**src/rtl/smachine_switch_port.sv**
```systemverilog
// smachine_switch_port: switch input peripheral for the S-Machine CPU.
// Two-flop synchroniser, per-bit debounce, sticky rise (and optionally fall)
// flags with clear-on-read, and a one-cycle-latency CPU read port.
// Optional feature macro: SWITCH_FALL_EDGE_EN (fall-edge flags on address 2).
module smachine_switch_port #(
  parameter int NUM_SW          = 2,
  parameter int DEBOUNCE_CYCLES = 4,
  parameter int CNT_W           = 3
) (
  input  logic              clk,
  input  logic              reset,
  input  logic              enable,
  input  logic [NUM_SW-1:0] switch_in,
  input  logic              rd_req,
  input  logic [1:0]        rd_addr,
  output logic [7:0]        rd_data,
  output logic              rd_valid,
  output logic              irq
);

  localparam logic [CNT_W-1:0] CNT_LAST = CNT_W'(DEBOUNCE_CYCLES - 1);

  logic [NUM_SW-1:0] sync1_q, sync1_d;
  logic [NUM_SW-1:0] sync2_q, sync2_d;
  logic [NUM_SW-1:0] stable_q, stable_d;
  logic [CNT_W-1:0]  cnt_q [NUM_SW];
  logic [CNT_W-1:0]  cnt_d [NUM_SW];
  logic [NUM_SW-1:0] rise_q, rise_d;
`ifdef SWITCH_FALL_EDGE_EN
  logic [NUM_SW-1:0] fall_q, fall_d;
`endif
  logic [7:0]        rd_data_q, rd_data_d;
  logic              rd_valid_q, rd_valid_d;
  logic              irq_q, irq_d;

  // Zero-extend a switch-wide vector onto the 8-bit read bus.
  function automatic logic [7:0] zext(input logic [NUM_SW-1:0] v);
    logic [7:0] r;
    r = '0;
    r[NUM_SW-1:0] = v;
    return r;
  endfunction

  // Synchronise, debounce, capture edges, serve reads and form irq.
  always_comb begin
    logic [NUM_SW-1:0] rise_set;
    logic [NUM_SW-1:0] rise_clr;
`ifdef SWITCH_FALL_EDGE_EN
    logic [NUM_SW-1:0] fall_set;
    logic [NUM_SW-1:0] fall_clr;
`endif
    sync1_d  = switch_in;
    sync2_d  = sync1_q;
    stable_d = stable_q;
    for (int i = 0; i < NUM_SW; i++) begin
      cnt_d[i] = '0;
      // Counting only while disabled is suppressed, so stable freezes too.
      if (enable && (sync2_q[i] != stable_q[i])) begin
        if (cnt_q[i] == CNT_LAST) begin
          stable_d[i] = sync2_q[i];
        end else begin
          cnt_d[i] = cnt_q[i] + 1'b1;
        end
      end
    end

    // Edges are taken from the debounce update so a flag sets on the same
    // edge stable changes; a set on a clearing edge wins over the clear.
    rise_set = stable_d & ~stable_q;
    rise_clr = (rd_req && (rd_addr == 2'd1)) ? rise_q : '0;
    rise_d   = (rise_q & ~rise_clr) | rise_set;
`ifdef SWITCH_FALL_EDGE_EN
    fall_set = ~stable_d & stable_q;
    fall_clr = (rd_req && (rd_addr == 2'd2)) ? fall_q : '0;
    fall_d   = (fall_q & ~fall_clr) | fall_set;
    irq_d    = (|rise_q) | (|fall_q);
`else
    irq_d    = |rise_q;
`endif

    rd_valid_d = rd_req;
    rd_data_d  = rd_data_q;
    if (rd_req) begin
      case (rd_addr)
        2'd0:    rd_data_d = zext(stable_q);
        2'd1:    rd_data_d = zext(rise_q);
`ifdef SWITCH_FALL_EDGE_EN
        2'd2:    rd_data_d = zext(fall_q);
`else
        2'd2:    rd_data_d = 8'h00;
`endif
        default: rd_data_d = {6'b0, irq_q, enable};
      endcase
    end
  end

  // State register; reset clears everything, including a read in flight.
  always_ff @(posedge clk or posedge reset) begin
    if (reset) begin
      sync1_q    <= '0;
      sync2_q    <= '0;
      stable_q   <= '0;
      for (int i = 0; i < NUM_SW; i++) cnt_q[i] <= '0;
      rise_q     <= '0;
`ifdef SWITCH_FALL_EDGE_EN
      fall_q     <= '0;
`endif
      rd_data_q  <= '0;
      rd_valid_q <= 1'b0;
      irq_q      <= 1'b0;
    end else begin
      sync1_q    <= sync1_d;
      sync2_q    <= sync2_d;
      stable_q   <= stable_d;
      for (int i = 0; i < NUM_SW; i++) cnt_q[i] <= cnt_d[i];
      rise_q     <= rise_d;
`ifdef SWITCH_FALL_EDGE_EN
      fall_q     <= fall_d;
`endif
      rd_data_q  <= rd_data_d;
      rd_valid_q <= rd_valid_d;
      irq_q      <= irq_d;
    end
  end

  assign rd_data  = rd_data_q;
  assign rd_valid = rd_valid_q;
  assign irq      = irq_q;

endmodule

```
**config.mk**
```make
export PLATFORM = sky130hd
export DESIGN_NAME = smachine_switch_port
export DESIGN_NICKNAME = d
export VERILOG_FILES = /design/src/rtl/smachine_switch_port.sv
export SDC_FILE = /design/constraint.sdc
export NUM_CORES = 1
export LEC_CHECK = 0
export ABC_AREA = 1
export CORE_MARGIN = 2
export CORE_UTILIZATION = 41
export DETAILED_ROUTE_END_ITERATION = 10
export PLACE_DENSITY = 0.67
export SLEW_MARGIN = 15
export SYNTH_ARGS = -nofsm -noshare
export SYNTH_HDL_FRONTEND = slang
export SYNTH_SLANG_ARGS = --single-unit
```
**constraint.sdc**
```tcl
create_clock -name clk -period 1.1 [get_ports clk]
set_input_delay 0.165 -clock clk [delete_from_list [all_inputs] [get_ports clk]]
set_output_delay 0.165 -clock clk [all_outputs]
set_load 0.005 [all_outputs]
```
# After elaboration in Yosys (flattened, before gate mapping)
# Cells that the tools add are included.
# word_totals
regBits	24
latch_bits	0
mem_bits_rw	0
rom_bits	0
wordCells	37
mem_count	0
# op_classes
n_addsub	2
multipliers	0
div	0
n_lt_le_gt_ge	0
eq_ne	6
shifts	0
muxes	10
bitwise_logic	5
n_reduce_logical	5
# ops
cell	n
2-to-1 mux 3 bit	4
adder 3 x 1 -> 3 bit, second input constant	2
equality test 3 x 2 -> 1 bit, second input constant	2
case mux 2 bit (3 select lines)	1
bitwise AND 2 bit	2
2-to-1 mux 1 bit	4
inverter 2 bit	2
logical AND 1 bit	3
equality test 2 x 1 -> 1 bit, second input constant	1
equality test 2 bit, second input constant	1
logical NOT 2 bit	1
2-to-1 mux 2 bit	1
!= test 1 bit	2
OR 2 bit	1
OR reduction 2 bit	1

# Logic depth before layout (Yosys ltp)
# Gate-level depths: netlist (run 1).
# logic_depth
ltp_word	6
mapped_depth	5
depth_no_buf	5

# Worst setup path after synthesis (run 1)
# No wires, ideal clock.
# synth_path
path_type	register -> register
from	register cnt_q[3] (netlist bit)
to	register stable_q[0]
arrival_time_ns	0.810
required_time_ns	0.974
slack_ns	0.164
stages_incl_launch_ff	6
path_buffers	0
synth_period_minus_slack_ns	0.936
cell_sequence	dfrtp_1 > ha_1 > nand2_1 > nor2_2 > nand2_1 > o21ai_0
# synth_via
elab_chain_cells	3
# synth_rtl
item	line	rtl
start: declaration	26	logic [CNT_W-1:0] cnt_q [NUM_SW];
equality test 3 x 2 -> 1 bit	59	if (cnt_q[i] == CNT_LAST) begin
2-to-1 mux 1 bit	59	
2-to-1 mux 1 bit	58	if (enable && (sync2_q[i] != stable_q[i])) begin
via stable_d[0]	25	logic [NUM_SW-1:0] stable_q, stable_d;
end signal: assignment	114	stable_q <= stable_d;
end: declaration	25	
# The timed path passes the listed nets, and every way through them passes these cells.
# A chain may end at the register's enable or synchronous reset.

# Worst setup path after layout (run 1)
# layout_path
from	register irq_q, in the netlist irq
to	output irq
# layout_lines
item	line	rtl
start: declaration	34	logic irq_q, irq_d;
start signal: assignment	122	irq_q <= irq_d;
end: declaration	18	output logic irq
# No word-level cell between the ends.

==> results.cfg, run 1 <==
[layout]
multi_input_area_um2 = 254
syn_to_final_growth_pct = 21.1
design_area_um2 = 932
drive_above_1_share_pct = 10.9
fillCellCount = 180
regArea_um2 = 450
nNetsFinal = 113
num_antenna_cells = 0
stdcell_count = 126

[synth]
synth-seq-cells = 18
synth.top_cell.area_share_pct = 58.5
synth.avg_cell_area_um2 = 9.05
yosys.area.top_type = dfrtp_1
yosysWarnings = 0
synthTopCellsByArea = dfrtp_1 (59%), nand2_1 (9.3%), nand3_1 (5.9%), buf_4 (5.9%), inv_1 (4.9%)
synthDistinctLibCells = 14
synthesis.area_um2 = 769
seq_area_frac_synth_pct = 58.5
syn_inst = 85

[clocking]
tritoncts = yes
clk_path_buf_depth = 2
clkTransAtPathRegs_ns = 0.09
insertion_delay_ns = 0.28
htree_levels = 1
cts_made_buffers = 3
cts_sinks = 18
cts_root_buffer = clkbuf_4
hold_buffers = 0

[timing]
post-route-period-util_pct = 93.5
setup-tns-final_ns = 0
rsz0062_at_grt = no
hold_violations = 0
fin_skew_ns = 0.00117
setup_violations = 0
max_freq_ghz = 0.972
min_period_ns = 1.03
final_max_slew_viol_count = 0

[place]
place_congestion = 0.676
hpwl_um = 935
dp.cells = 122
io_buffers = 11
dpl_cell_area_um2 = 900

[critical_path]
cp_top_family = flip-flops
cp.required_ns = 0.94
worstPathMaxFanout = 2
endpoint_kind = output port
critPathSlowestCell = dfrtp_1
startpoint = irq$_DFF_PP0_
r2r-start = cnt_q[0]$_DFF_PP0_
crit_type = flop to output port
cpPeakStageDelay_ns = 0.39
timing.critical_path.cells = clkdlybuf4s15_1
rr_worst_depth = 4
worstReg2RegEnd = cnt_q[0]$_DFF_PP0_
arrival_ns = 0.86
start_kind = flop
rrSetupSlack_ns = 0.09
worst-path-buf-inv = 1

[floorplanning]
core_um2 = 1750
dieWidth_um = 47.3
die_area_um2 = 2240
chipHeight_um = 47.3
fp-row-count = 15
initial_core_util_pct = 44.1
io_pins = 18

[routing]
finalWirelength_mm = 1.20
via_count = 567
wl_per_cell_um = 9.52
drc = 0
vias_per_cell = 4.50
drtAntennaViolNets = 0
dr.pass1.iters = 4
drtIter0Drc = 4

[global_route]
track_usage_pct = 13.6
grt_remaining_overflow = 0
grt_max_degree = 19
grt_pass1_wl_mm = 2.02
antenna_found_initial = 0
grt_pass1_vias = 508

[worst_hold_path]
hold_class = input pin to asynchronous set/reset pin

[flow_run]
max-cap-violations = 0

[outcome]
status = finished clean

[pwr]
power.density_nw_per_um2 = 1520
vdd_ir_drop_max_mv = 0.959
p_leak_nw = 0.487
report_power, final:
group	internal, mW	switching [mW]	leakage (nW)
sequential	0.761	0.0640	0.230
clock	0.127	0.175	0.0138
combinational	0.129	0.159	0.244
total	1.02	0.399	0.487
what timing repair did:
action / in CTS / in global routing
setup buffers: 1 / 0
pin swaps: 0 / 1
endpoints found under the setup margin: 4 / 4
gates resized for setup: 5 / 4
routing by layer:
layer / up-vias / track usage (%) / share of wire, %
met2: 16 / 21.9 / 51
met4: 0 / 8.33 / 1.0
met1: 265 / 16.1 / 41
met3: 2 / 3.46 / 6.3
li1: 284 / - / -
met5: - / 0 / 0
synthesized netlist by cell type:
library cell,n
dfrtp_1,18
ha_1,2
inv_2,1
nand2_1,19
nor2_2,2
nor3_1,3
o21ai_0,2
or2_2,1
nand3_1,9
buf_4,6
nor2_1,10
nand4_1,1
conb_1,1
inv_1,10
flip-flops by register name, summed over array words and instances (netlist names):
name	flops
stable_q	2
cnt_q	6
rd_valid	1
sync1_q	2
irq	1
rise_q	2
rd_data	2
sync2_q	2
cell usage in the layout, fill, tap and decap left out, drive strengths merged:
cell type,n
clkbuf,3
nand4,1
o21ai,2
nand2,19
nor2,12
inv,11
clkdlybuf4s15,4
ha,2
nor3,3
clkdlybuf4s50,7
or2,1
dfrtp,18
buf,3
conb,6
nand3,9
worst max-delay path by stage:
stage                                        end  cells after the start
after floorplan            stable_q[0]$_DFF_PP0_                      5
after global placement    rd_data[0]$_DFFE_PP0P_                      6
after detailed placement      cnt_q[0]$_DFF_PP0_                      3
after CTS                             rd_data[0]                      1
after global routing                         irq                      1
final                                        irq                      1
cell families (layout without fill, tap and decap cells):
group           count (synthesis)  count (layout)  synth area share, %
simple gates                   45              45                 25.2
flops                          18              18                 58.5
buf+inv                        17              28                 11.2
fa+ha+maj                       2               2                 3.25
compound gates                  2               2                 1.30
other cells                     1               6                0.487
layout make-up:
cell class	count	share of cell area, %
Timing Repair Buffer	14	14.2
Inverter	11	4.43
Clock buffer	3	2.42
Sequential cell	18	48.3
Multi-Input combinational cell	55	27.2
Tap cell	25	3.36
through the flow:
stage          total power [mW]  setup WS, ns  hold slack [ns]  util [%]
6_report                   1.42        0.0711            0.183      53.4
5_1_grt                    1.54     0.0000495            0.198      53.4
4_1_cts                    1.44       0.00330            0.180      53.0
3_5_place_dp               1.14       -0.0743            0.338      51.5
3_3_place_gp               1.11       -0.0701            0.334      51.5
2_1_floorplan              1.02         0.164            0.104         -
No activity file was read; power rests on OpenSTA's default activity.
==> run 2, diff against run 1 <==
--- a/config.mk
+++ b/config.mk
@@ -7,9 +7,9 @@
 export LEC_CHECK = 0
 export ABC_AREA = 1
 export CORE_MARGIN = 2
-export CORE_UTILIZATION = 41
+export CORE_UTILIZATION = 47
 export DETAILED_ROUTE_END_ITERATION = 10
-export PLACE_DENSITY = 0.67
+export PLACE_DENSITY = 0.75
 export SLEW_MARGIN = 15
 export SYNTH_ARGS = -nofsm -noshare
 export SYNTH_HDL_FRONTEND = slang
==> constraint.sdc (replaced) <==
create_clock -name clk -period 1.1 [get_ports clk]
set_input_delay 0.33 -clock clk [delete_from_list [all_inputs] [get_ports clk]]
set_output_delay 0.33 -clock clk [all_outputs]
set_load 0.005 [all_outputs]
==> run 2 against run 1 <==
Against the previous run: the run now ends with negative setup slack left; count of clock-buffer cells in the layout rose by 1; sequential share of layout area fell by 0.64 points; clock skew barely moved; largest power group unchanged.
==> results.cfg, run 2 (synthesis results as in run 1) <==
[clocking]
clk_path_buf_depth = 2
hold_buffers = 0
htree_levels = 1
cts_sinks = 18
clkTransAtPathRegs_ns = 0.10
cts_root_buffer = clkbuf_4
cts_made_buffers = 3
tritoncts = yes
insertion_delay_ns = 0.29

[place]
pre_cts_slack_ns = -0.257
dpl_cell_area_um2 = 908
io_buffers = 11
hpwl_um = 950
dp.cells = 114
place_congestion = 0.767

[flow_run]
max-cap-violations = 0

[critical_path]
cp.required_ns = 0.77
worst-path-buf-inv = 1
critPathSlowestCell = dfrtp_1
timing.critical_path.cells = buf_2
crit_type = flop to output port
worstPathMaxFanout = 2
start_kind = flop
cp_top_family = flip-flops
endpoint_kind = output port
cpPeakStageDelay_ns = 0.39
arrival_ns = 0.81

[layout]
largest_reg_flops = 6
final_cell_mix = dfrtp_1 (18), nand2_1 (17), inv_1 (10), nor2_1 (10), nand3_1 (9)
syn_to_final_growth_pct = 22.8
layout_commonest_cell = dfrtp_1
design_area_um2 = 945
nNetsFinal = 114
final_util_pct = 62.0
num_antenna_cells = 0
fillCellCount = 140
max_flop_register = cnt_q
drive_above_1_share_pct = 17.5
stdcell_count = 119

[timing]
min_period_ns = 1.14
final_max_slew_viol_count = 0
post-route-period-util_pct = 104
setup_violations = 4
rsz0062_at_grt = yes
hold_violations = 0
max_freq_ghz = 0.875
holdWs_ns = 0.328
timing.final.ws_setup_ns = -0.0428
fin_skew_ns = 0.00131
setup-tns-final_ns = -0.119

[floorplanning]
die_area_um2 = 1980
core_um2 = 1520
chipHeight_um = 44.5
dieWidth_um = 44.5
io_pins = 18
fp-row-count = 14
initial_core_util_pct = 50.5

[routing]
drtIter0Drc = 13
vias_per_cell = 4.89
drtAntennaViolNets = 0
via_count = 582
wl_per_cell_um = 10.7
finalWirelength_mm = 1.27
dr.pass1.iters = 4
drc = 0

[pwr]
p_leak_nw = 0.515
vdd_ir_drop_max_mv = 0.986
power.density_nw_per_um2 = 1620
power.total_mw = 1.53

[global_route]
antenna_found_initial = 0
track_usage_pct = 16.0
grt_remaining_overflow = 0
grt_pass1_wl_mm = 2.20
grt_max_degree = 19
grt_pass1_vias = 562

[worst_hold_path]
hold_class = input pin to asynchronous set/reset pin

[outcome]
violations = negative setup slack
status = complete, but fails checks
-- run 2: final cells by class --
type,instances,area [um2],share of cell area (%)
well taps,16,20.0,2.12
inverters,11,41.3,4.37
flip-flops and latches,18,450,47.7
multi-input cells,55,262,27.7
clock buffers,4,36.3,3.84
repair buffers,15,135,14.3
-- run 2: worst paths after layout --
path | cells after the start | from | slack (ns) | end
setup / recovery | 1 | rd_data[0]$_DFFE_PP0P_ | -0.04 | rd_data[0]
hold / removal | 3 | reset | 0.33 | sync1_q[1]$_DFF_PP0_
setup reg to reg | 4 | cnt_q[0]$_DFF_PP0_ | 0.09 | cnt_q[0]$_DFF_PP0_
hold reg to reg | 0 | sync1_q[0]$_DFF_PP0_ | 0.36 | sync2_q[0]$_DFF_PP0_
max in group asynchronous | 3 | reset | 0.65 | sync2_q[0]$_DFF_PP0_
min in group clk | 0 | sync1_q[0]$_DFF_PP0_ | 0.36 | sync2_q[0]$_DFF_PP0_
-- run 2: power by group --
part	leakage, nW	internal, mW	total, mW	switching (mW)
Clock	0.0210	0.202	0.407	0.205
Combinational	0.264	0.133	0.302	0.168
Sequential	0.230	0.761	0.824	0.0628
Total	0.515	1.10	1.53	0.436
-- run 2: routing by layer --
| metal | vias to the layer above | global-route usage, % | routed length [um] |
|---|---|---|---|
| met5 | - | 0 | 0 |
| met3 | 4 | 2.45 | 78 |
| met2 | 23 | 27.5 | 630 |
| li1 | 287 | - | - |
| met4 | 0 | 9.09 | 23 |
| met1 | 268 | 18.6 | 535 |
-- run 2: repair_timing --
action                     4_1_cts  5_1_grt
setup endpoints to repair        4        9
pin swaps                        0        0
resized for setup               15        4
setup buffers                    0        1
==> run 3, diff against run 2 <==
--- a/config.mk
+++ b/config.mk
@@ -10,7 +10,7 @@
 export CORE_UTILIZATION = 47
 export DETAILED_ROUTE_END_ITERATION = 10
 export PLACE_DENSITY = 0.75
-export SLEW_MARGIN = 15
+export SLEW_MARGIN = 20
 export SYNTH_ARGS = -nofsm -noshare
 export SYNTH_HDL_FRONTEND = slang
 export SYNTH_SLANG_ARGS = --single-unit
==> results of run 3 <==
Same layout as run 2: the final DEF is identical, and so are final timing and power.
